`config.mk`:
```
export PLATFORM = sky130hd
export DESIGN_NAME = seven_seg_scan_ctrl
export DESIGN_NICKNAME = d
export VERILOG_FILES = /design/src/rtl/seven_seg_scan_ctrl.sv
export SDC_FILE = /design/constraint.sdc
export NUM_CORES = 1
export LEC_CHECK = 0
export ABC_AREA = 1
export CAP_MARGIN = 30
export CORE_MARGIN = 2
export CORE_UTILIZATION = 51
export CTS_CLUSTER_SIZE = 8
export DETAILED_ROUTE_END_ITERATION = 16
export HOLD_SLACK_MARGIN = 0.15
export PLACE_DENSITY = 0.79
export SETUP_SLACK_MARGIN = 0.1
export SYNTH_ARGS = -nofsm -noshare
export SYNTH_HDL_FRONTEND = slang
export SYNTH_SLANG_ARGS = --single-unit
```
`constraint.sdc`:
```
create_clock -name clk -period 1.8 [get_ports clk]
set_input_delay 0.27 -clock clk [delete_from_list [all_inputs] [get_ports clk]]
set_output_delay 0.27 -clock clk [all_outputs]
set_load 0.02 [all_outputs]
```
`src/rtl/seven_seg_scan_ctrl.sv`:
```
// seven_seg_scan_ctrl: double-dabble BIN->BCD loader plus 4-digit multiplexed scan for one shared 7-seg decoder.
// Latency: display registers update on the edge ending cycle BIN_W+1 after accept; load_ready high again in cycle BIN_W+2.
// Backpressure: load_ready low while converting, loads offered then are ignored. Define SEVEN_SEG_LZB_EN for leading-zero blanking.
module seven_seg_scan_ctrl #(
    parameter int BIN_W       = 14,
    parameter int REFRESH_DIV = 50000
) (
    input  logic             clk,
    input  logic             rst_n,
    input  logic             load_valid,
    output logic             load_ready,
    input  logic [BIN_W-1:0] load_value,
    input  logic [3:0]       dp_mask,
    output logic [3:0]       digit_code,
    output logic             digit_dp,
    output logic [3:0]       anode_n,
    output logic             busy,
    output logic             overflow
);

    localparam int CNT_W = $clog2(BIN_W + 1);
    localparam int PRE_W = $clog2(REFRESH_DIV);

    typedef enum logic [1:0] {READY, SHIFT, COMMIT} state_t;

    state_t           state;
    logic [BIN_W-1:0] bin_sr;
    logic [15:0]      bcd;
    logic [15:0]      bcd_adj;
    logic [CNT_W-1:0] shift_cnt;
    logic [3:0]       dp_pend;
    logic             ovf_pend;

    logic [3:0][3:0]  disp_dig;
    logic [3:0][3:0]  disp_dig_nxt;
    logic [3:0][3:0]  new_dig;
    logic [3:0]       disp_dp;
    logic [3:0]       disp_dp_nxt;
    logic [3:0]       new_dp;

    logic [PRE_W-1:0] presc;
    logic             presc_tc;
    logic [1:0]       scan_idx;
    logic [1:0]       idx_nxt;

    always_comb begin
        bcd_adj = bcd;
        for (int i = 0; i < 4; i++) begin
            if (bcd[4*i +: 4] >= 4'd5) begin
                bcd_adj[4*i +: 4] = bcd[4*i +: 4] + 4'd3;
            end
        end
    end

    // Committed digit values; an out-of-range value shows as four blanks.
    always_comb begin
`ifdef SEVEN_SEG_LZB_EN
        logic lead;
        lead = 1'b1;
`endif
        new_dig = {4{4'hF}};
        new_dp  = 4'b0000;
        if (!ovf_pend) begin
            new_dig = bcd;
            new_dp  = dp_pend;
`ifdef SEVEN_SEG_LZB_EN
            for (int i = 3; i >= 1; i--) begin
                if (lead && new_dig[i] == 4'd0) begin
                    new_dig[i] = 4'hF;
                end else begin
                    lead = 1'b0;
                end
            end
`endif
        end
    end

    always_ff @(posedge clk or negedge rst_n) begin
        if (!rst_n) begin
            state      <= READY;
            load_ready <= 1'b1;
            busy       <= 1'b0;
            overflow   <= 1'b0;
            bin_sr     <= '0;
            bcd        <= '0;
            shift_cnt  <= '0;
            dp_pend    <= 4'b0000;
            ovf_pend   <= 1'b0;
            disp_dig   <= {4{4'hF}};
            disp_dp    <= 4'b0000;
        end else begin
            case (state)
                READY: begin
                    if (load_valid && load_ready) begin
                        bin_sr     <= load_value;
                        dp_pend    <= dp_mask;
                        bcd        <= '0;
                        shift_cnt  <= '0;
                        ovf_pend   <= 1'b0;
                        state      <= SHIFT;
                        load_ready <= 1'b0;
                        busy       <= 1'b1;
                    end
                end
                SHIFT: begin
                    // Any bit carried out of the 16-bit accumulator means the value needs a fifth digit (> 9999).
                    bcd       <= {bcd_adj[14:0], bin_sr[BIN_W-1]};
                    bin_sr    <= {bin_sr[BIN_W-2:0], 1'b0};
                    ovf_pend  <= ovf_pend | bcd_adj[15];
                    shift_cnt <= shift_cnt + CNT_W'(1);
                    if (shift_cnt == CNT_W'(BIN_W - 1)) begin
                        state <= COMMIT;
                    end
                end
                COMMIT: begin
                    disp_dig   <= new_dig;
                    disp_dp    <= new_dp;
                    overflow   <= ovf_pend;
                    state      <= READY;
                    load_ready <= 1'b1;
                    busy       <= 1'b0;
                end
                default: begin
                    state      <= READY;
                    load_ready <= 1'b1;
                    busy       <= 1'b0;
                end
            endcase
        end
    end

    // Scan outputs are fed from the next-cycle display contents so a commit is visible on the very next cycle.
    assign disp_dig_nxt = (state == COMMIT) ? new_dig : disp_dig;
    assign disp_dp_nxt  = (state == COMMIT) ? new_dp  : disp_dp;
    assign presc_tc     = (presc == PRE_W'(REFRESH_DIV - 1));
    assign idx_nxt      = presc_tc ? scan_idx + 2'd1 : scan_idx;

    always_ff @(posedge clk or negedge rst_n) begin
        if (!rst_n) begin
            presc      <= '0;
            scan_idx   <= 2'd0;
            anode_n    <= 4'b1110;
            digit_code <= 4'hF;
            digit_dp   <= 1'b0;
        end else begin
            presc      <= presc_tc ? '0 : presc + PRE_W'(1);
            scan_idx   <= idx_nxt;
            anode_n    <= ~(4'b0001 << idx_nxt);
            digit_code <= disp_dig_nxt[idx_nxt];
            digit_dp   <= disp_dp_nxt[idx_nxt];
        end
    end

endmodule

```
==> key figures <==
Synthesis
  • Register area share after synthesis: a little over half
  • Most frequent cell after synthesis: nand2_1
  • #FFs+latches synth: 91
  • Synth area leaders: dfrtp_1, dfstp_2, nand2_1, nand3_1, o21ai_0
  • Mapped Cells: around 500
  • Yosys warns: 0
  • Most common flop cell mapped by yosys: dfrtp_1
  • Yosys top cell area share: 38.8%
  • Post-synth ARST share: 100%
  • Post-synth EDFFs: 0
  • Syn Area/Cell: slightly below 9 um^2
  • Synth cell count leaders: nand2_1, dfrtp_1, nor2_1
  • Netlist cell types: 31
  • Synthesized cell area: 4320 um^2
  • Area leader, netlist: dfrtp_1
  • Post-Syn Nets: 519

Floorplan
  • CORE AREA: 8220 um^2
  • Die X: 96.0 um
  • DIE HEIGHT: approximately 96 um
  • Site row count: 33
  • Die area: just over 9000 um^2
  • I/O pin count: 33
  • Initial Util: 52.6%

STA
  • Skew final: about 0.012 ns
  • Minimum clock period after layout: between 1.5 and 2 ns
  • Final setup violation count: 0
  • Worst-margin pin slew: ~0.43 ns
  • Worst hold slack: between 0.4 and 0.5 ns
  • PnR worst setup slack: 0.193 ns
  • Max transition margin: 71.2%
  • Final Hold Viols: 0
  • Final Max Slew Viols: 0
  • F_max: 622 MHz
  • RSZ-0062 raised after global routing: no
  • Post-Route Setup TNS: 0 ns
  • Final critical-path share of the clock period: 89.3%

Detailed routing
  • DR WL/cell: about 14 um
  • Number of iterations in the first detailed-routing pass: 4
  • Via count: 3355
  • Via/cell ratio: 5.27
  • Drt drc: 0
  • DRT antenna net count: 0
  • Total Wirelength: 8880 um
  • 1st-iter DRT viols: 166

Pwr
  • Switching power: 2700 uW
  • Leakage: ~0.0023 uW
  • Power share of the combinational group: 36.4%
  • Seq pwr share: 45.0%
  • Clock share of power: approximately a fifth
  • Worst VDD drop: roughly 0.80 mV
  • Switching share of power: 38.2%
  • Internal cell power: 4360 uW
  • Cell Pwr Density: about 1400 nW/um^2

Clocking
  • Worst-skew pair later-pin latency: 0.36 ns
  • Clock-pin slew on the worst setup and hold paths: 0.09 ns
  • CTS tree: yes
  • Clock Root Buffer: clkbuf_8
  • Clk buf depth: 2
  • Number of H-tree levels: 3
  • Clk sinks: slightly above 90
  • Num CTS Buffers: 9

Placed design
  • Pre-CTS setup slack: 0.106 ns
  • Area after DPL: 4770 um^2
  • Port-buffer cells: 32
  • GP Congestion: 0.814
  • Placed wire-length estimate: between 6000 and 7000 um

Setup path
  • Crit path required time: 1.53 ns
  • CP bufs+invs: 1
  • Critical path cell sequence: clkdlybuf4s50_1
  • R2R Path End: presc[14]$_DFF_PN0_
  • Crit-path slowest cell: clkdlybuf4s50_1
  • Crit-path max FO: 2
  • R2r setup slk: about 0.2 ns
  • CP Data Arrival Time: 1.34 ns
  • Worst Setup Path Type: reg2out
  • CP Launch Type: register
  • R2r startpoint: presc[0]$_DFF_PN0_
  • CP delay by family, top: buffers and inverters
  • FF-to-FF path depth: 8
  • Crit path largest cell delay: approximately 0.62 ns
  • Critical path endpoint category: output pin

Finish
  • Finished Cell Area: about 5000 um^2
  • Layout cells sized above 1: between 15 and 20%
  • NumNets Final: 559
  • Area Overhead vs Synth: 16.2%
  • N_diodes: 0
  • Final core occ: 61.1%

Global route
  • GRT Resource Usage Total: 20.7%
  • Number of global-route vias before repair: 3262
  • Initial antenna violation count: 0
  • First-pass GRT wire length: 14800 um
  • Total gr overflow: 0
  • Largest net degree at the start of global routing: 58

Status
  • Run status: complete, no violations

Flow run
  • Max-cap violations: 0

Worst hold path
  • Hold Crit Class: in2async
layout make-up:
cell class | count | area [um^2]
Inverter | 55 | 210
Multi-Input combinational cell | 327 | 1770
Clock buffer | 11 | 151
Clock inverter | 5 | 36.3
Fill cell | 718 | 3190
Sequential cell | 91 | 2310
Tap cell | 105 | 131
Timing Repair Buffer | 43 | 418
metrics by stage:
step,cells,total power [uW]
final,637,7060
after global routing,637,7620
after CTS,636,7080
after detailed placement,619,5810
after global placement,619,5630
after floorplan,487,4980
power by group through the flow:
stage / Combinational [uW] / Clock, uW / Sequential, uW
floorplan: 1770 / 0 / 3210
global placement: 2460 / 0 / 3170
detailed placement: 2600 / 0 / 3210
CTS: 2570 / 1330 / 3170
global route: 2930 / 1430 / 3260
finish: 2570 / 1310 / 3180
sequential cells by signal, indices dropped and copies added (netlist names):
signal	flops
presc	16
disp_dp	4
scan_idx	2
ovf_pend	1
shift_cnt	4
disp_dig	16
digit_code	4
busy	1
anode_n	4
load_ready	1
digit_dp	1
bcd	16
overflow	1
state	2
dp_pend	4
bin_sr	14
placed cells by master (no fill, tap or decap), drive strengths merged:
cell and count:
nand2 104, dfrtp 67, nor2 59, inv 54, nand3 42, o21ai 40, a21oi 37, dfstp 24
clkdlybuf4s50 23, clkbuf 11, ha 11, buf 11, xor2 10, dlygate4sd2 8, o22ai 6, o211ai 6
a22oi 6, clkinvlp 3, clkinv 3, xnor2 2, nor3 2, nand4 1, a31oi 1, dlygate4sd3 1
layer usage:
| metal | global-route usage (%) | wire [um] | up-vias | part of all wire, % |
|---|---|---|---|---|
| met5 | 0 | 0 | - | 0 |
| met4 | 8.21 | 87 | 0 | 0.98 |
| met3 | 3.29 | 270 | 8 | 3.0 |
| met2 | 32.6 | 4250 | 72 | 48 |
| met1 | 28.8 | 4270 | 1620 | 48 |
| li1 | - | - | 1655 | - |
cell families after synthesis:
| logic type | share of synthesized area [%] |
|---|---|
| AO/OA/AOI/OAI | 13.1 |
| XOR/XNOR | 2.43 |
| adder cells (fa/ha/maj) | 3.19 |
| buffers and inverters | 6.95 |
| flip-flops | 53.4 |
| AND/OR/NAND/NOR | 21.0 |
worst max-delay path by stage:
stage	startpoint	to	slack [ns]	depth (start not counted)
2_1_floorplan	presc[0]$_DFF_PN0_	digit_dp$_DFF_PN0_	0.38	8
3_3_place_gp	presc[0]$_DFF_PN0_	digit_dp$_DFF_PN0_	0.20	8
3_5_place_dp	presc[0]$_DFF_PN0_	digit_dp$_DFF_PN0_	0.11	8
4_1_cts	presc[0]$_DFF_PN0_	presc[14]$_DFF_PN0_	0.11	8
5_1_grt	presc[0]$_DFF_PN0_	presc[14]$_DFF_PN0_	0.07	8
6_report	busy$_DFFE_PN0P_	busy	0.19	1
repair_timing:
action | in CTS | in global routing
hold buffers | 1 | 0
endpoints found under the setup margin | 10 | 8
buffers inserted | 0 | 1
pin swaps | 0 | 2
gates resized for setup | 9 | 11
endpoints found under the hold margin | 67 | 0
No activity file was read; power rests on OpenSTA's default activity.
